File: src/rtl/multdiv_ctrl.sv
`default_nettype none
`timescale 1ns/1ps
// ============================================================================
// Module   : multdiv_ctrl
// Brief    : Execute-stage sequencer for the multi-cycle multiply/divide unit.
//            Stalls the front end, starts the unit, waits (with a watchdog)
//            and overrides the X->M result, mapping faults to rstatus writes.
// Revision : 1.0 - initial release
// ============================================================================
module multdiv_ctrl #(
    parameter int TIMEOUT     = 40,
    parameter int MUL_CODE    = 4,
    parameter int DIV_CODE    = 5,
    parameter int RSTATUS_REG = 30
) (
    input  logic        clock,
    input  logic        reset,
    input  logic        x_valid,
    input  logic [4:0]  x_opcode,
    input  logic [4:0]  x_aluop,
    input  logic [4:0]  x_rd,
    input  logic [31:0] x_opA,
    input  logic [31:0] x_opB,
    output logic        md_ctrl_mult,
    output logic        md_ctrl_div,
    output logic [31:0] md_operandA,
    output logic [31:0] md_operandB,
    input  logic [31:0] md_result,
    input  logic        md_exception,
    input  logic        md_resultRDY,
    output logic        stall,
    output logic        res_valid,
    output logic        res_wren,
    output logic [4:0]  res_rd,
    output logic [31:0] res_data,
    output logic        timeout,
    output logic        busy
);

    localparam int         c_CNT_W      = $clog2(TIMEOUT + 1);
    localparam logic [4:0] c_OPCODE_ALU = 5'd0;
    localparam logic [4:0] c_ALU_MUL    = 5'd6;
    localparam logic [4:0] c_ALU_DIV    = 5'd7;

    typedef enum logic [1:0] {
        S_IDLE  = 2'd0,
        S_START = 2'd1,
        S_WAIT  = 2'd2,
        S_DONE  = 2'd3
    } state_t;

    state_t               r_state;
    logic                 r_is_div;
    logic [4:0]           r_rd;
    logic [31:0]          r_opa;
    logic [31:0]          r_opb;
    logic [c_CNT_W-1:0]   r_cnt;
    logic                 r_mult;
    logic                 r_div;
    logic                 r_res_valid;
    logic                 r_res_wren;
    logic                 r_timeout;
    logic [4:0]           r_res_rd;
    logic [31:0]          r_res_data;

    logic                 w_detect;
    logic [c_CNT_W-1:0]   w_cnt_next;
    logic                 w_cnt_expired;
    logic                 w_finish;
    logic                 w_fin_exc;
    logic                 w_fin_to;
    logic [4:0]           w_fin_rd;
    logic [31:0]          w_fin_data;

    assign w_detect = x_valid && (x_opcode == c_OPCODE_ALU) &&
                      ((x_aluop == c_ALU_MUL) || (x_aluop == c_ALU_DIV));

    assign w_cnt_next    = r_cnt + c_CNT_W'(1);
    assign w_cnt_expired = (w_cnt_next == c_CNT_W'(TIMEOUT));
    assign w_finish      = md_resultRDY || w_cnt_expired;

    // A ready result always beats a watchdog expiring in the same cycle.
    assign w_fin_to   = !md_resultRDY;
    assign w_fin_exc  = md_resultRDY ? md_exception : 1'b1;
    assign w_fin_rd   = w_fin_exc ? 5'(RSTATUS_REG) : r_rd;
    assign w_fin_data = w_fin_exc ? (r_is_div ? 32'(DIV_CODE) : 32'(MUL_CODE))
                                  : md_result;

    always_ff @(posedge clock or posedge reset) begin
        if (reset) begin
            r_state     <= S_IDLE;
            r_is_div    <= 1'b0;
            r_rd        <= 5'd0;
            r_opa       <= 32'd0;
            r_opb       <= 32'd0;
            r_cnt       <= '0;
            r_mult      <= 1'b0;
            r_div       <= 1'b0;
            r_res_valid <= 1'b0;
            r_res_wren  <= 1'b0;
            r_timeout   <= 1'b0;
            r_res_rd    <= 5'd0;
            r_res_data  <= 32'd0;
        end else begin
            r_mult      <= 1'b0;
            r_div       <= 1'b0;
            r_res_valid <= 1'b0;
            r_res_wren  <= 1'b0;
            r_timeout   <= 1'b0;
            r_res_rd    <= 5'd0;
            r_res_data  <= 32'd0;
            case (r_state)
                S_IDLE: begin
                    if (w_detect) begin
                        r_opa    <= x_opA;
                        r_opb    <= x_opB;
                        r_rd     <= x_rd;
                        r_is_div <= (x_aluop == c_ALU_DIV);
                        r_mult   <= (x_aluop == c_ALU_MUL);
                        r_div    <= (x_aluop == c_ALU_DIV);
                        r_state  <= S_START;
                    end
                end
                S_START: begin
                    r_cnt   <= '0;
                    r_state <= S_WAIT;
                end
                S_WAIT: begin
                    r_cnt <= w_cnt_next;
                    if (w_finish) begin
                        r_res_valid <= 1'b1;
                        r_res_rd    <= w_fin_rd;
                        r_res_data  <= w_fin_data;
                        r_res_wren  <= (w_fin_rd != 5'd0);
                        r_timeout   <= w_fin_to;
                        r_state     <= S_DONE;
                    end
                end
                S_DONE: begin
                    r_state <= S_IDLE;
                end
                default: begin
                    r_state <= S_IDLE;
                end
            endcase
        end
    end

    assign stall = ((r_state == S_IDLE) && w_detect) ||
                   (r_state == S_START) || (r_state == S_WAIT);
    assign busy  = (r_state != S_IDLE);

    assign md_ctrl_mult = r_mult;
    assign md_ctrl_div  = r_div;
    assign md_operandA  = r_opa;
    assign md_operandB  = r_opb;
    assign res_valid    = r_res_valid;
    assign res_wren     = r_res_wren;
    assign res_rd       = r_res_rd;
    assign res_data     = r_res_data;
    assign timeout      = r_timeout;

endmodule
`default_nettype wire

File: config.mk
export PLATFORM = sky130hd
export DESIGN_NAME = multdiv_ctrl
export DESIGN_NICKNAME = d
export VERILOG_FILES = /design/src/rtl/multdiv_ctrl.sv
export SDC_FILE = /design/constraint.sdc
export NUM_CORES = 1
export LEC_CHECK = 0
export ABC_AREA = 1
export CAP_MARGIN = 5
export CORE_MARGIN = 2
export CORE_UTILIZATION = 44
export CTS_CLUSTER_DIAMETER = 120
export CTS_CLUSTER_SIZE = 10
export DETAILED_ROUTE_END_ITERATION = 7
export GPL_TIMING_DRIVEN = 0
export HOLD_SLACK_MARGIN = 0.06
export PLACE_DENSITY = 0.95
export SLEW_MARGIN = 25
export SYNTH_ARGS = -nofsm -noshare
export SYNTH_HDL_FRONTEND = slang
export SYNTH_SLANG_ARGS = --single-unit
File: constraint.sdc
create_clock -name clock -period 10.3 [get_ports clock]
set_input_delay 1.545 -clock clock [delete_from_list [all_inputs] [get_ports clock]]
set_output_delay 1.545 -clock clock [all_outputs]
set_load 0.03 [all_outputs]
==> results of run 1 <==
==> registers in the layout (all words and copies together), names as in the netlist <==
register,cells
md_operandA,32
md_operandB,32
res_data,32
r_cnt,6
r_rd,5
res_rd,5
r_state,2
md_ctrl_div,1
md_ctrl_mult,1
r_is_div,1
res_valid,1
res_wren,1
timeout,1
==> critical path, delay by kind of cell <==
kind          cells  cell delay, ns
buf+inv           3            1.41
simple gates      5            0.99
==> metrics by stage <==
stage               std cells  area [um2]  power [uW]  setup slack, ns  util [%]
floorplan                 501        4690         651             5.57         -
finish                    893        7670        1300             4.80      74.3
CTS                       893        7670        1310             4.82      74.3
global route              893        7670        1360             4.61      74.3
detailed placement        861        7130         777             4.82      69.0
global placement          860        7090         764             4.19      68.7
==> final cells by class <==
class | count | area, um2 | share of cell area, %
Buffer | 18 | 128 | 1.66
Clock buffer | 18 | 428 | 5.58
Clock inverter | 14 | 115 | 1.50
Inverter | 119 | 452 | 5.89
Multi-Input combinational cell | 244 | 1110 | 14.5
Sequential cell | 120 | 3000 | 39.2
Tap cell | 136 | 170 | 2.22
Timing Repair Buffer | 224 | 2260 | 29.5
==> cells by family (layout without fill, tap and decap cells) <==
family	after synthesis	in the layout	share of synthesized area, %
simple gates	160	160	13.8
fa+ha+maj	4	4	1.07
flops	120	120	64.0
compound gates	80	80	8.86
buf+inv	137	393	12.2
==> power groups by stage <==
stage                     sequential, uW  combinational [uW]  clock, uW
after floorplan                      563                87.1          0
after global placement               522                 242          0
after detailed placement             525                 252          0
after CTS                            516                 254        542
after global routing                 519                 274        566
final                                517                 253        534
==> worst max path at each step <==
stage                startpoint         endpoint  slack (ns)  cells after the start
global route        x_opcode[1]            stall        4.61                      8
detailed placement  x_opcode[1]            stall        4.82                      8
global placement          reset  md_operandB[24]        4.19                      2
CTS                 x_opcode[1]            stall        4.82                      8
floorplan                 reset      md_ctrl_div        5.57                      1
finish              x_opcode[1]            stall        4.80                      8
==> synth_stat cells <==
| library cell | instances |
|---|---|
| nand4_1 | 1 |
| or2_2 | 1 |
| o21ai_2 | 3 |
| nor3b_2 | 1 |
| nor4_1 | 1 |
| nand3b_1 | 1 |
| buf_6 | 8 |
| nand2_1 | 97 |
| nor2_1 | 46 |
| nand3_1 | 8 |
| nor3_1 | 2 |
| dfrtp_1 | 120 |
| nand3_2 | 1 |
| o21ai_1 | 67 |
| nor4_2 | 1 |
| o21ai_0 | 5 |
| o32ai_1 | 1 |
| a21oi_1 | 4 |
| clkbuf_1 | 10 |
| ha_1 | 4 |
| inv_1 | 119 |
==> metal layers <==
layer / up-vias / GRT usage [%] / share of wire, %
met5: - / 0 / 0
met4: 0 / 9.09 / 2.7
met3: 29 / 5.45 / 4.8
met2: 155 / 44.0 / 55
met1: 1996 / 26.9 / 37
li1: 1993 / - / -
==> out/metrics.cfg, run 1 <==
[power]
p_switching_uw=386
p_int_uw=918
power_frac_seq_pct=39.6
power_frac_comb_pct=19.4
swShare_pct=29.6
p_clk_share_pct=41.0
leakage_uw=0.00381
p_per_area_nw_per_um2=170
ir_drop_v=0.000164

[die]
rows=37
die-height_um=107
core_area_um2=10300
pin_count=224
initial_core_util_pct=45.4
die_x_um=107
die-area_um2=11500

[routing]
drt_iter0_drc=227
viasPerCell=4.67
first_pass_iters=4
drc=0
drtAntennaViolNets=0
routed_wl_um=13500
routedWlPerCell_um=15.2
vias=4173

[worst_setup_path]
crit_top_cell=clkdlybuf4s50_1
crit_type=in2out
critPathLaunchType=input port
arrival_ns=3.95
r2r_cells=7
r2r_end=md_operandB[15]
slowest_stage=clkdlybuf4s50_1
ff2ff_setup_slack_ns=8.56
reg2reg_from=r_state[0]
slowest_delay_ns=0.67
end_kind=output pin
worstPathMaxFanout=10
cp_cell_sequence=clkdlybuf4s50_1, nor2_1, nand3b_1, nor3b_2, nand3_2, clkbuf_1, nand2_1, clkdlybuf4s50_1
required_ns=8.76

[flow_run]
max-cap-violations=0

[clock_network]
cts.path.max_buffers=2
cts_setup_buffers=0
cts_root_buf=clkbuf_8
cts.sinks=120
cts_hold_buf=0
cts_tree=yes
clock_latency_ns=0.50
cts_made_buffers=17
clk_pin_slew_ns=0.06
post_cts_resized=0
htree_levels=4

[hold_path]
hold_depth=2
min_from=md_operandA[4]
hold_end=md_operandA[4]
hold_path_class=reg2reg

[global_route]
grt_max_degree=64
overflow=0
grt_pass1_wl_um=21000
antenna_found_initial=0
grt_pass1_vias=4310
grt_usage_pct=24.0

[timing]
finalCritPeriodShare_pct=53.4
hold_violations=0
clock_skew_ns=0.0146
timing.fmax_mhz=182
fin_crit_ns=5.50
rsz0062_at_grt=no
tightest_slew_ns=0.518
whs_ns=0.491
max_slew_margin_pct=65.5
tns_ns=0
setup_viol=0
maxSlewViolCount=0

[placement]
io_buffer_count=223
gp_congestion=0.881
hpwl_um=10200

[synthesis]
yosys.area.top_type=dfrtp_1
yosysSeqAreaShare_pct=64.0
syn_area_um2=4690
yosysUniqueCellTypes=21
yosysWarnings=0
avgSynthCellArea_um2=9.36
synthesis.nets=621
synthCells=501
synth_top_area_share_pct=64.0
yosys_register_bits=120
synth_area_leaders=dfrtp_1, inv_1, nand2_1

[final_layout]
nets=864
final_cell_mix=clkdlybuf4s50_1, dfrtp_1, inv_1
drive_gt1_share_pct=6.47
diodes=0
num-fill-cells=672
layout_commonest_cell=clkdlybuf4s50_1
syn_to_final_growth_pct=63.5

[outcome]
status=finished, final reports clean

Note: power is estimated with default switching activity, not from simulation.
==> run 2: changes to the inputs <==
- CORE_UTILIZATION: 44 -> 41
- PLACE_DENSITY: 0.95 -> 0.93
- clock period: 10.3 -> 5.3 ns (I/O delays scaled with it)
==> out/metrics.cfg, run 2 (synthesis gave the netlist of run 1 again) <==
[outcome]
status=finished, final reports clean  ; unchanged

[final_layout]
final_cell_mix=clkdlybuf4s50_1, dfrtp_1, inv_1  ; unchanged
fin_util_pct=68.2  ; was 74.3%
layout_commonest_cell=clkdlybuf4s50_1  ; unchanged
diodes=0  ; unchanged
drive_gt1_share_pct=6.08  ; was 6.47%
nets=864  ; unchanged
syn_to_final_growth_pct=63.9  ; was 63.5%
num-fill-cells=847  ; was 672

[clock_network]
clk_pin_slew_ns=0.05  ; was 0.06 ns
cts_root_buf=clkbuf_16  ; was clkbuf_8
clock_latency_ns=0.40  ; was 0.50 ns
cts.path.max_buffers=2  ; unchanged
post_cts_resized=0  ; unchanged
cts_tree=yes  ; unchanged
cts_made_buffers=17  ; unchanged
htree_levels=4  ; unchanged
cts_setup_buffers=0  ; unchanged
cts.sinks=120  ; unchanged
cts_hold_buf=0  ; unchanged

[power]
power_frac_seq_pct=39.5  ; was 39.6%
p_switching_uw=700  ; was 386 uW
p_int_uw=1840  ; was 918 uW
ir_drop_v=0.000232  ; was 0.000164 V
swShare_pct=27.5  ; was 29.6%
leakage_uw=0.00381  ; about the same
p_clk_share_pct=41.4  ; was 41.0%
p_per_area_nw_per_um2=331  ; was 170 nW/um2
power_frac_comb_pct=19.1  ; was 19.4%
finalPower_uw=2540  ; was 1300 uW

[routing]
first_pass_iters=5  ; was 4
viasPerCell=4.52  ; was 4.67
drtAntennaViolNets=0  ; unchanged
routed_wl_um=12700  ; was 13500 um
dr.max_layer_used=met4  ; unchanged
route.met2.wl_um=6560  ; was 7480 um
routedWlPerCell_um=14.1  ; was 15.2 um
drc=0  ; unchanged
met3_length_um=690  ; was 647 um
drt_iter0_drc=211  ; was 227
vias=4067  ; was 4173
wl_met1_um=5130  ; was 5050 um

[timing]
tightest_slew_ns=0.526  ; was 0.518 ns
max_slew_margin_pct=64.9  ; was 65.5%
finalCritPeriodShare_pct=72.3
whs_ns=0.481  ; was 0.491 ns
hold_violations=0  ; unchanged
tns_ns=0  ; unchanged
timing.fmax_mhz=261
setup_viol=0  ; unchanged
clock_skew_ns=0.00509  ; was 0.0146 ns
fin_crit_ns=3.83
maxSlewViolCount=0  ; unchanged
rsz0062_at_grt=no  ; unchanged

[worst_setup_path]
ff2ff_setup_slack_ns=3.53  ; was 8.56 ns
slowest_delay_ns=0.68  ; was 0.67 ns
arrival_ns=3.04  ; was 3.95 ns
cp.depth=7  ; was 8
critPathLaunchType=input port  ; unchanged
cp_cell_sequence=clkdlybuf4s50_1, nand3b_1, nor3b_2, nand3_2, clkbuf_1, nand2_1, clkdlybuf4s50_1  ; was clkdlybuf4s50_1, nor2_1, nand3b_1, nor3b_2, nand3_2, clkbuf_1, nand2_1, clkdlybuf4s50_1
critical_path.top_delay_family=buffers and inverters  ; unchanged
crit_buf_inv=3  ; unchanged
required_ns=4.51  ; was 8.76 ns
crit_top_cell=clkdlybuf4s50_1  ; unchanged
end_kind=output pin  ; unchanged
r2r_cells=9  ; was 7
slowest_stage=clkdlybuf4s50_1  ; unchanged
crit_type=in2out  ; unchanged
worstPathMaxFanout=10  ; unchanged

[die]
initial_core_util_pct=41.6  ; was 45.4%
rows=39  ; was 37
core_area_um2=11300  ; was 10300 um2
die_x_um=111  ; was 107 um
die-height_um=111  ; was 107 um
pin_count=224  ; unchanged
die-area_um2=12300  ; was 11500 um2

[global_route]
grt_usage_pct=21.6  ; was 24.0%
grt_max_degree=73  ; was 64
overflow=0  ; unchanged
antenna_found_initial=0  ; unchanged
grt_pass1_vias=4107  ; was 4310
grt_pass1_wl_um=20900  ; was 21000 um

[hold_path]
hold_path_class=reg2reg  ; unchanged
hold_depth=2  ; unchanged

[flow_run]
max-cap-violations=0  ; unchanged

[placement]
hpwl_um=9400  ; was 10200 um
io_buffer_count=223  ; unchanged
gp_congestion=0.806  ; was 0.881

run 2: final timing paths:
path,startpoint,end
worst max-delay path,x_aluop[4],stall
worst min-delay path,md_operandB[13],md_operandB[13]
worst max register to register,r_cnt[0],res_rd[2]
worst min register to register,md_operandB[13],md_operandB[13]
max in group asynchronous,reset,res_data[16]
min in group asynchronous,reset,md_operandB[12]
run 2: area by class of cell:
cell class	count	area, um2	area share (%)
clock buffer	21	450	5.86
buffer	18	128	1.66
timing repair buffer	224	2260	29.4
sequential	120	3000	39.1
inverter	119	454	5.91
tap	143	179	2.33
clock inverter	11	100	1.30
multi-input combinational	244	1110	14.5
run 2: worst reg2reg max path: stages (launching register included):
cell and delay [ns]:
dfrtp_1 0.47, ha_1 0.21, nand2_1 0.06, o21ai_0 0.16, nand2_1 0.10, nor2_1 0.11, nand2_1 0.10, nand2_1 0.07
nand2_1 0.20, a21oi_1 0.21
run 2: metrics by stage:
step	instance area (um2)	setup slack (ns)	cells
global route	7690	1.22	900
floorplan	4690	1.32	501
CTS	7690	1.40	900
detailed placement	7140	1.41	868
finish	7690	1.47	900
global placement	7100	-0.344	867
run 2: power by group through the flow:
stage	sequential [uW]	combinational, uW	clock [uW]
after global placement	1020	471	0
after floorplan	1100	169	0
final	1000	485	1050
after detailed placement	1020	484	0
after global routing	1010	531	1120
after CTS	1000	488	1070
run 2: routing by layer:
metal	global-route usage, %	vias to the layer above
met1	25.8	1911
li1	-	1985
met5	0	-
met2	37.1	145
met3	5.74	26
met4	8.42	0
